$ cat src/rtl/lsu_bus_adapter.sv
// lsu_bus_adapter
//
// Sits between the single-cycle core's memory stage and a registered
// req/gnt/rvalid data bus. It turns a zero-latency load/store into a bus
// transaction and stalls the core until that transaction finishes. It also
// steers store bytes onto the right lanes and extracts and extends load data.
// A misaligned access is rejected in the same cycle and never reaches the bus.
// A transaction that takes too long is closed out with an error, so the core
// can never hang.
//
// Parameters
//   DATA_WIDTH      data/address width (only 32 is supported)
//   TIMEOUT_CYCLES  cycles allowed in REQ+WAIT before forcing completion (>= 2)
//
// Ports
//   clk, rst_n        clock, asynchronous active-low reset
//   req_valid_i       core memory access (MemRead | MemWrite), held while stalled
//   we_i              1 = store, 0 = load
//   funct3_i          RV32I width/sign code
//   addr_i            byte address from the ALU
//   wr_data_i         raw rs2 value
//   rd_data_o         extended load result, valid in the DONE cycle
//   stall_o           freezes PC and register writeback
//   misaligned_o      pulse for a rejected misaligned access
//   bus_err_o         pulse in the DONE cycle after a timeout
//   bus_req_o ..      registered bus request, write flag, word address,
//   bus_wdata_o       byte enables and lane-replicated write data
//   bus_gnt_i         request accepted
//   bus_rvalid_i      read data valid
//   bus_rdata_i       read data word

module lsu_bus_adapter #(
  parameter int DATA_WIDTH     = 32,
  parameter int TIMEOUT_CYCLES = 64
) (
  input  logic                  clk,
  input  logic                  rst_n,
  input  logic                  req_valid_i,
  input  logic                  we_i,
  input  logic [2:0]            funct3_i,
  input  logic [DATA_WIDTH-1:0] addr_i,
  input  logic [DATA_WIDTH-1:0] wr_data_i,
  output logic [DATA_WIDTH-1:0] rd_data_o,
  output logic                  stall_o,
  output logic                  misaligned_o,
  output logic                  bus_err_o,
  output logic                  bus_req_o,
  output logic                  bus_we_o,
  output logic [DATA_WIDTH-1:0] bus_addr_o,
  output logic [3:0]            bus_be_o,
  output logic [DATA_WIDTH-1:0] bus_wdata_o,
  input  logic                  bus_gnt_i,
  input  logic                  bus_rvalid_i,
  input  logic [DATA_WIDTH-1:0] bus_rdata_i
);

  localparam logic [1:0] S_IDLE = 2'd0;
  localparam logic [1:0] S_REQ  = 2'd1;
  localparam logic [1:0] S_WAIT = 2'd2;
  localparam logic [1:0] S_DONE = 2'd3;

  localparam int TIMER_W = $clog2(TIMEOUT_CYCLES);
  localparam logic [TIMER_W-1:0] TIMER_LAST = TIMER_W'(TIMEOUT_CYCLES - 1);

  logic [1:0]            state;
  logic [2:0]            funct3_q;
  logic [1:0]            off_q;
  logic [TIMER_W-1:0]    timer;
  logic [DATA_WIDTH-1:0] rd_data_q;

  logic                  is_byte;
  logic                  is_half;
  logic                  misaligned_access;
  logic                  accept;
  logic                  reject;
  logic [3:0]            be_next;
  logic [DATA_WIDTH-1:0] wdata_next;
  logic [7:0]            ld_byte;
  logic [15:0]           ld_half;
  logic [DATA_WIDTH-1:0] load_ext;

  // Access size decode. Loads and stores give different meanings to the
  // upper funct3 bit. Any code that does not name a byte or halfword access
  // is treated as a full word, so undefined codes behave as LW/SW.
  always_comb begin
    is_byte = 1'b0;
    is_half = 1'b0;
    if (we_i) begin
      is_byte = (funct3_i == 3'b000);
      is_half = (funct3_i == 3'b001);
    end else begin
      is_byte = (funct3_i == 3'b000) || (funct3_i == 3'b100);
      is_half = (funct3_i == 3'b001) || (funct3_i == 3'b101);
    end
  end

  assign misaligned_access = (is_half && addr_i[0]) ||
                             (!is_byte && !is_half && (addr_i[1:0] != 2'b00));

  assign accept = (state == S_IDLE) && req_valid_i && !misaligned_access;
  assign reject = rst_n && (state == S_IDLE) && req_valid_i && misaligned_access;

  // Store lane steering. The bus sees the value replicated across every lane,
  // and the byte enables pick the lane that is actually written. Loads always
  // fetch the whole word and select the bytes afterwards.
  always_comb begin
    be_next    = 4'b1111;
    wdata_next = wr_data_i;
    if (we_i) begin
      if (is_byte) begin
        be_next    = 4'b0001 << addr_i[1:0];
        wdata_next = {4{wr_data_i[7:0]}};
      end else if (is_half) begin
        be_next    = 4'b0011 << {addr_i[1], 1'b0};
        wdata_next = {2{wr_data_i[15:0]}};
      end
    end
  end

  // Load extraction uses the byte offset and funct3 latched at accept time.
  // This is safe even though the core holds its inputs stable while stalled.
  always_comb begin
    ld_byte = bus_rdata_i[7:0];
    case (off_q)
      2'd0:    ld_byte = bus_rdata_i[7:0];
      2'd1:    ld_byte = bus_rdata_i[15:8];
      2'd2:    ld_byte = bus_rdata_i[23:16];
      default: ld_byte = bus_rdata_i[31:24];
    endcase
    ld_half  = off_q[1] ? bus_rdata_i[31:16] : bus_rdata_i[15:0];
    load_ext = bus_rdata_i;
    case (funct3_q)
      3'b000:  load_ext = {{24{ld_byte[7]}}, ld_byte};
      3'b001:  load_ext = {{16{ld_half[15]}}, ld_half};
      3'b100:  load_ext = {24'h000000, ld_byte};
      3'b101:  load_ext = {16'h0000, ld_half};
      default: load_ext = bus_rdata_i;
    endcase
  end

  // The stall drops in DONE, when the core commits. It also drops
  // immediately for a rejected misaligned access, so the core moves on
  // without touching the bus.
  assign stall_o      = rst_n && req_valid_i && (state != S_DONE) &&
                        !((state == S_IDLE) && misaligned_access);
  assign misaligned_o = reject;
  assign rd_data_o    = reject ? '0 : rd_data_q;

  // Main controller. The timer only advances in REQ and WAIT. Reaching its
  // last value without completing forces DONE with a zero result and an
  // error pulse. rvalid is only ever sampled in WAIT, so stray responses
  // seen in other states are ignored. This covers responses after a
  // timeout and responses after a reset.
  always_ff @(posedge clk or negedge rst_n) begin
    if (!rst_n) begin
      state       <= S_IDLE;
      funct3_q    <= 3'b000;
      off_q       <= 2'b00;
      timer       <= '0;
      rd_data_q   <= '0;
      bus_err_o   <= 1'b0;
      bus_req_o   <= 1'b0;
      bus_we_o    <= 1'b0;
      bus_addr_o  <= '0;
      bus_be_o    <= 4'b0000;
      bus_wdata_o <= '0;
    end else begin
      bus_err_o <= 1'b0;
      case (state)
        S_IDLE: begin
          if (accept) begin
            state       <= S_REQ;
            funct3_q    <= funct3_i;
            off_q       <= addr_i[1:0];
            timer       <= '0;
            bus_req_o   <= 1'b1;
            bus_we_o    <= we_i;
            bus_addr_o  <= {addr_i[DATA_WIDTH-1:2], 2'b00};
            bus_be_o    <= be_next;
            bus_wdata_o <= wdata_next;
          end
        end
        S_REQ: begin
          if (bus_gnt_i && bus_we_o) begin
            state     <= S_DONE;
            bus_req_o <= 1'b0;
          end else if (timer == TIMER_LAST) begin
            state     <= S_DONE;
            bus_req_o <= 1'b0;
            bus_err_o <= 1'b1;
            rd_data_q <= '0;
          end else if (bus_gnt_i) begin
            state     <= S_WAIT;
            bus_req_o <= 1'b0;
            timer     <= timer + 1'b1;
          end else begin
            timer <= timer + 1'b1;
          end
        end
        S_WAIT: begin
          if (bus_rvalid_i) begin
            state     <= S_DONE;
            rd_data_q <= load_ext;
          end else if (timer == TIMER_LAST) begin
            state     <= S_DONE;
            bus_err_o <= 1'b1;
            rd_data_q <= '0;
          end else begin
            timer <= timer + 1'b1;
          end
        end
        default: begin
          state <= S_IDLE;
        end
      endcase
    end
  end

endmodule

$ cat config.mk
export PLATFORM = sky130hd
export DESIGN_NAME = lsu_bus_adapter
export DESIGN_NICKNAME = d
export VERILOG_FILES = /design/src/rtl/lsu_bus_adapter.sv
export SDC_FILE = /design/constraint.sdc
export NUM_CORES = 1
export LEC_CHECK = 0
export ABC_CLOCK_PERIOD_IN_PS = 2100
export CORE_ASPECT_RATIO = 1.1
export CORE_UTILIZATION = 30
export DETAILED_ROUTE_END_ITERATION = 8
export GPL_TIMING_DRIVEN = 0
export SLEW_MARGIN = 20
export SYNTH_ARGS = -nofsm -noshare
export SYNTH_HDL_FRONTEND = slang
export SYNTH_SLANG_ARGS = --single-unit
$ cat constraint.sdc
create_clock -name clk -period 2.1 [get_ports clk]
set_input_delay 0.42 -clock clk [delete_from_list [all_inputs] [get_ports clk]]
set_output_delay 0.42 -clock clk [all_outputs]
set_load 0.03 [all_outputs]
==> results.py, run 1 <==
metrics = {
    "clock_tree": {
        "clk_pin_slew_worst_paths_ps": 60,
        "cts-htree-levels": 4,
        "cts_buffer_depth": 2,
        "cts_made_buffers": 17,
        "worst_skew_pair.late_latency_ps": 420,
        "cts-root-buf": "clkbuf_16",
        "tritoncts": "yes",
        "numClockSinks": 114,
    },
    "synth": {
        "ys_seq_area_share_pct": 50.5,
        "synth-async-reset-ratio_pct": 100,
        "synthCells": 597,
        "ys_ff_latch": 114,
        "synthFlopType": "dfrtp_1",
        "syn_area_per_cell_sq_um": 9.45,
        "yosysUniqueCellTypes": 51,
        "synth_top_cell_by_area": "dfrtp_1",
        "synth.most_common_cell": "nand2_1",
        "synth_top_area_share_pct": 50.5,
        "ys_top_cells_by_area": "dfrtp_1 51%, nand2_1 12%, mux2i_1 5.3%",
        "synth-edff-count": 0,
        "yosysWarnings": 0,
        "synth_common_cells": "178 x nand2_1, 114 x dfrtp_1, 46 x o21ai_0",
        "syn-cell-area_sq_mm": 0.00564,
    },
    "sta": {
        "period_share_pct": 105,
        "setup_violations": 32,
        "clock.fmax_mhz": 453,
        "fin_skew_ps": 16.3,
        "relSlewSlack_pct": 54.9,
        "worst_pin_slew_ps": 676,
        "slew_viol_final": 0,
        "final-hold-violation-count": 0,
        "rsz0062_at_grt": "yes",
        "final.min_clock_period_ps": 2210,
        "fin_ws_ps": -106,
    },
    "flow_run": {
        "drv_cap": 0,
    },
    "critical_path": {
        "crit_path_end_kind": "output port",
        "cpPeakStageDelay_ps": 420,
        "crit_slowest_cell": "dfrtp_1",
        "crit_chain": "inv_2 -> ha_4 -> nand4_1 -> buf_6 -> clkbuf_16 -> and2_4 -> buf_6",
        "crit_type": "reg -> out",
        "critPathBufInv": 4,
        "crit_fanout": 8,
        "cpLargestDelayFamily": "buffers and inverters",
        "ff2ff_path_depth": 8,
        "r2r_end": "rd_data_q[31]$_DFFE_PN0P_",
        "reg2reg_from": "state[1]$_DFFE_PN0P_",
        "start_kind": "flop",
        "crit_start": "state[0]$_DFFE_PN0P_",
        "crit_top_cell": "buf_6",
        "rrSetupSlack_ps": -10,
        "arrival_ps": 1790,
        "cp.required_ps": 1680,
    },
    "routing": {
        "wirelength_mm": 17.8,
        "drc_errors": 0,
        "drt_first_pass_iters": 4,
        "drt-vias-per-instance": 4.72,
        "vias": 5158,
        "route.met3.wl_mm": 1.12,
        "drt_iter0_markers": 228,
        "postRouteAntennaNets": 0,
        "met1_length_mm": 7.75,
        "wl_per_cell_microns": 16.3,
        "wl_met2_mm": 8.70,
        "highest_layer": "met4",
    },
    "placement": {
        "portBuffers": 206,
        "place_area_sq_mm": 0.00804,
        "dp.final_hpwl_mm": 12.9,
        "place.gp.congestion": 0.803,
    },
    "grt": {
        "antenna_found_initial": 1,
        "grt.overflow.total": 0,
        "track_usage_pct": 19.0,
        "grt_pass1_wl_mm": 28.5,
        "grt_pass1_vias": 5270,
        "grt_max_degree": 72,
    },
    "worst_hold_path": {
        "hold_path_class": "in -> async",
    },
    "floorplanning": {
        "dieArea_sq_mm": 0.0194,
        "rows": 52,
        "core-area_sq_mm": 0.0184,
        "dieHeight_microns": 146,
        "die_x_microns": 133,
        "io_pins": 210,
        "start_util_pct": 30.7,
    },
    "outcome": {
        "status": "finished with violations",
        "violations": "negative setup slack",
    },
    "finish": {
        "final_core_util_pct": 49.0,
        "drive_gt1_share_pct": 20.0,
        "syn_to_final_growth_pct": 59.8,
        "fill_cells": 1757,
        "final_nets": 946,
        "final_cell_area_sq_mm": 0.00902,
    },
    "power_and_ir_drop": {
        "power_mw": 13.8,
        "leakagePower_nw": 4.13,
        "pwr_density_cell_mw_per_mm2": 1530,
        "vdd_ir_drop_max_uv": 697,
    },
}
sequential cells by signal (all words and copies together), names as in the netlist, 2 cells and up:
| signal | cells |
|---|---|
| bus_wdata_o | 32 |
| bus_addr_o | 30 |
| state | 2 |
| timer | 6 |
| off_q | 2 |
| funct3_q | 3 |
| rd_data_q | 32 |
| bus_be_o | 4 |
how the worst max path moves through the flow:
stage,end,cells past startpoint
after floorplan,stall_o,4
after global placement,rd_data_o[14],5
after detailed placement,rd_data_o[14],7
after CTS,rd_data_o[20],7
after global routing,rd_data_o[15],7
final,rd_data_o[14],7
through the flow:
step	hold slack, ps	worst slack (ps)	std cells	TNS [ps]
2_1_floorplan	124	78.8	598	0
3_3_place_gp	451	-6180	1047	-730870
3_5_place_dp	384	-1260	1048	-92570
4_1_cts	20.5	-93.2	1090	-2580
5_1_grt	20.5	-186	1093	-6230
6_report	8.40	-106	1093	-2600
where the power goes:
group | switching [mW] | internal (mW)
sequential | 0.592 | 3.17
clock | 1.07 | 1.92
combinational | 3.87 | 3.17
cell type report:
| cell class | count | area [sq um] | share of cell area, % |
|---|---|---|---|
| sequential | 114 | 2850 | 31.6 |
| multi-input combinational | 424 | 2670 | 29.6 |
| antenna | 1 | 2.50 | 0.0278 |
| tap | 243 | 304 | 3.37 |
| inverter | 16 | 60.1 | 0.666 |
| clock buffer | 19 | 453 | 5.02 |
| timing repair buffer | 220 | 2270 | 25.1 |
| clock inverter | 13 | 160 | 1.78 |
| buffer | 43 | 253 | 2.80 |
cells in the final DEF, fill, tap and decap left out, drive strengths merged, types with 5 or more instances in the layout:
cell / Yosys / final
clkinv: 0 / 8
nand2: 178 / 178
a21o: 8 / 8
mux2: 15 / 15
o21ai: 46 / 46
clkdlybuf4s50: 0 / 166
inv: 16 / 16
a221o: 16 / 16
nand2b: 5 / 5
and2: 34 / 34
o2bb2ai: 7 / 7
buf: 11 / 61
nor2: 10 / 10
dfrtp: 114 / 114
mux2i: 30 / 30
a21oi: 7 / 7
a221oi: 8 / 8
nand3: 6 / 6
clkbuf: 33 / 50
o31ai: 6 / 6
ha: 5 / 5
layer usage:
| layer | track usage (%) | vias to the layer above |
|---|---|---|
| met5 | 0 | - |
| met1 | 24.0 | 2455 |
| met3 | 5.89 | 16 |
| met2 | 31.1 | 165 |
| met4 | 5.52 | 0 |
| li1 | - | 2522 |
cell families after synthesis:
| logic type | share of synthesized area, % |
|---|---|
| compound gates | 15.5 |
| fa+ha+maj | 1.11 |
| buf+inv | 4.41 |
| flops | 50.5 |
| mux | 8.71 |
| other cells | 0.0664 |
| simple gates | 19.6 |
worst reg2reg max path: stages (launching register included):
cell and delay, ps:
dfrtp_1 390, inv_2 80, ha_1 240, nand3_2 130
and4_2 300, and2_1 160, buf_1 170, clkbuf_4 220
a221o_1 300
repair_timing:
item                                    4_1_cts  5_1_grt
endpoints found under the setup margin      136      108
setup buffers                                 9        1
cloned                                        0        2
hold buffers                                  1        0
pin swaps                                     5       18
endpoints found under the hold margin        43        0
resized for setup                           294       37
Power figures use the tool's default switching activity.
==> run 2, diff against run 1 <==
Settings changed: CTS_CLUSTER_SIZE set to 14.
==> results of run 2 <==
The final DEF is identical to that of run 1; final timing and power are the same.
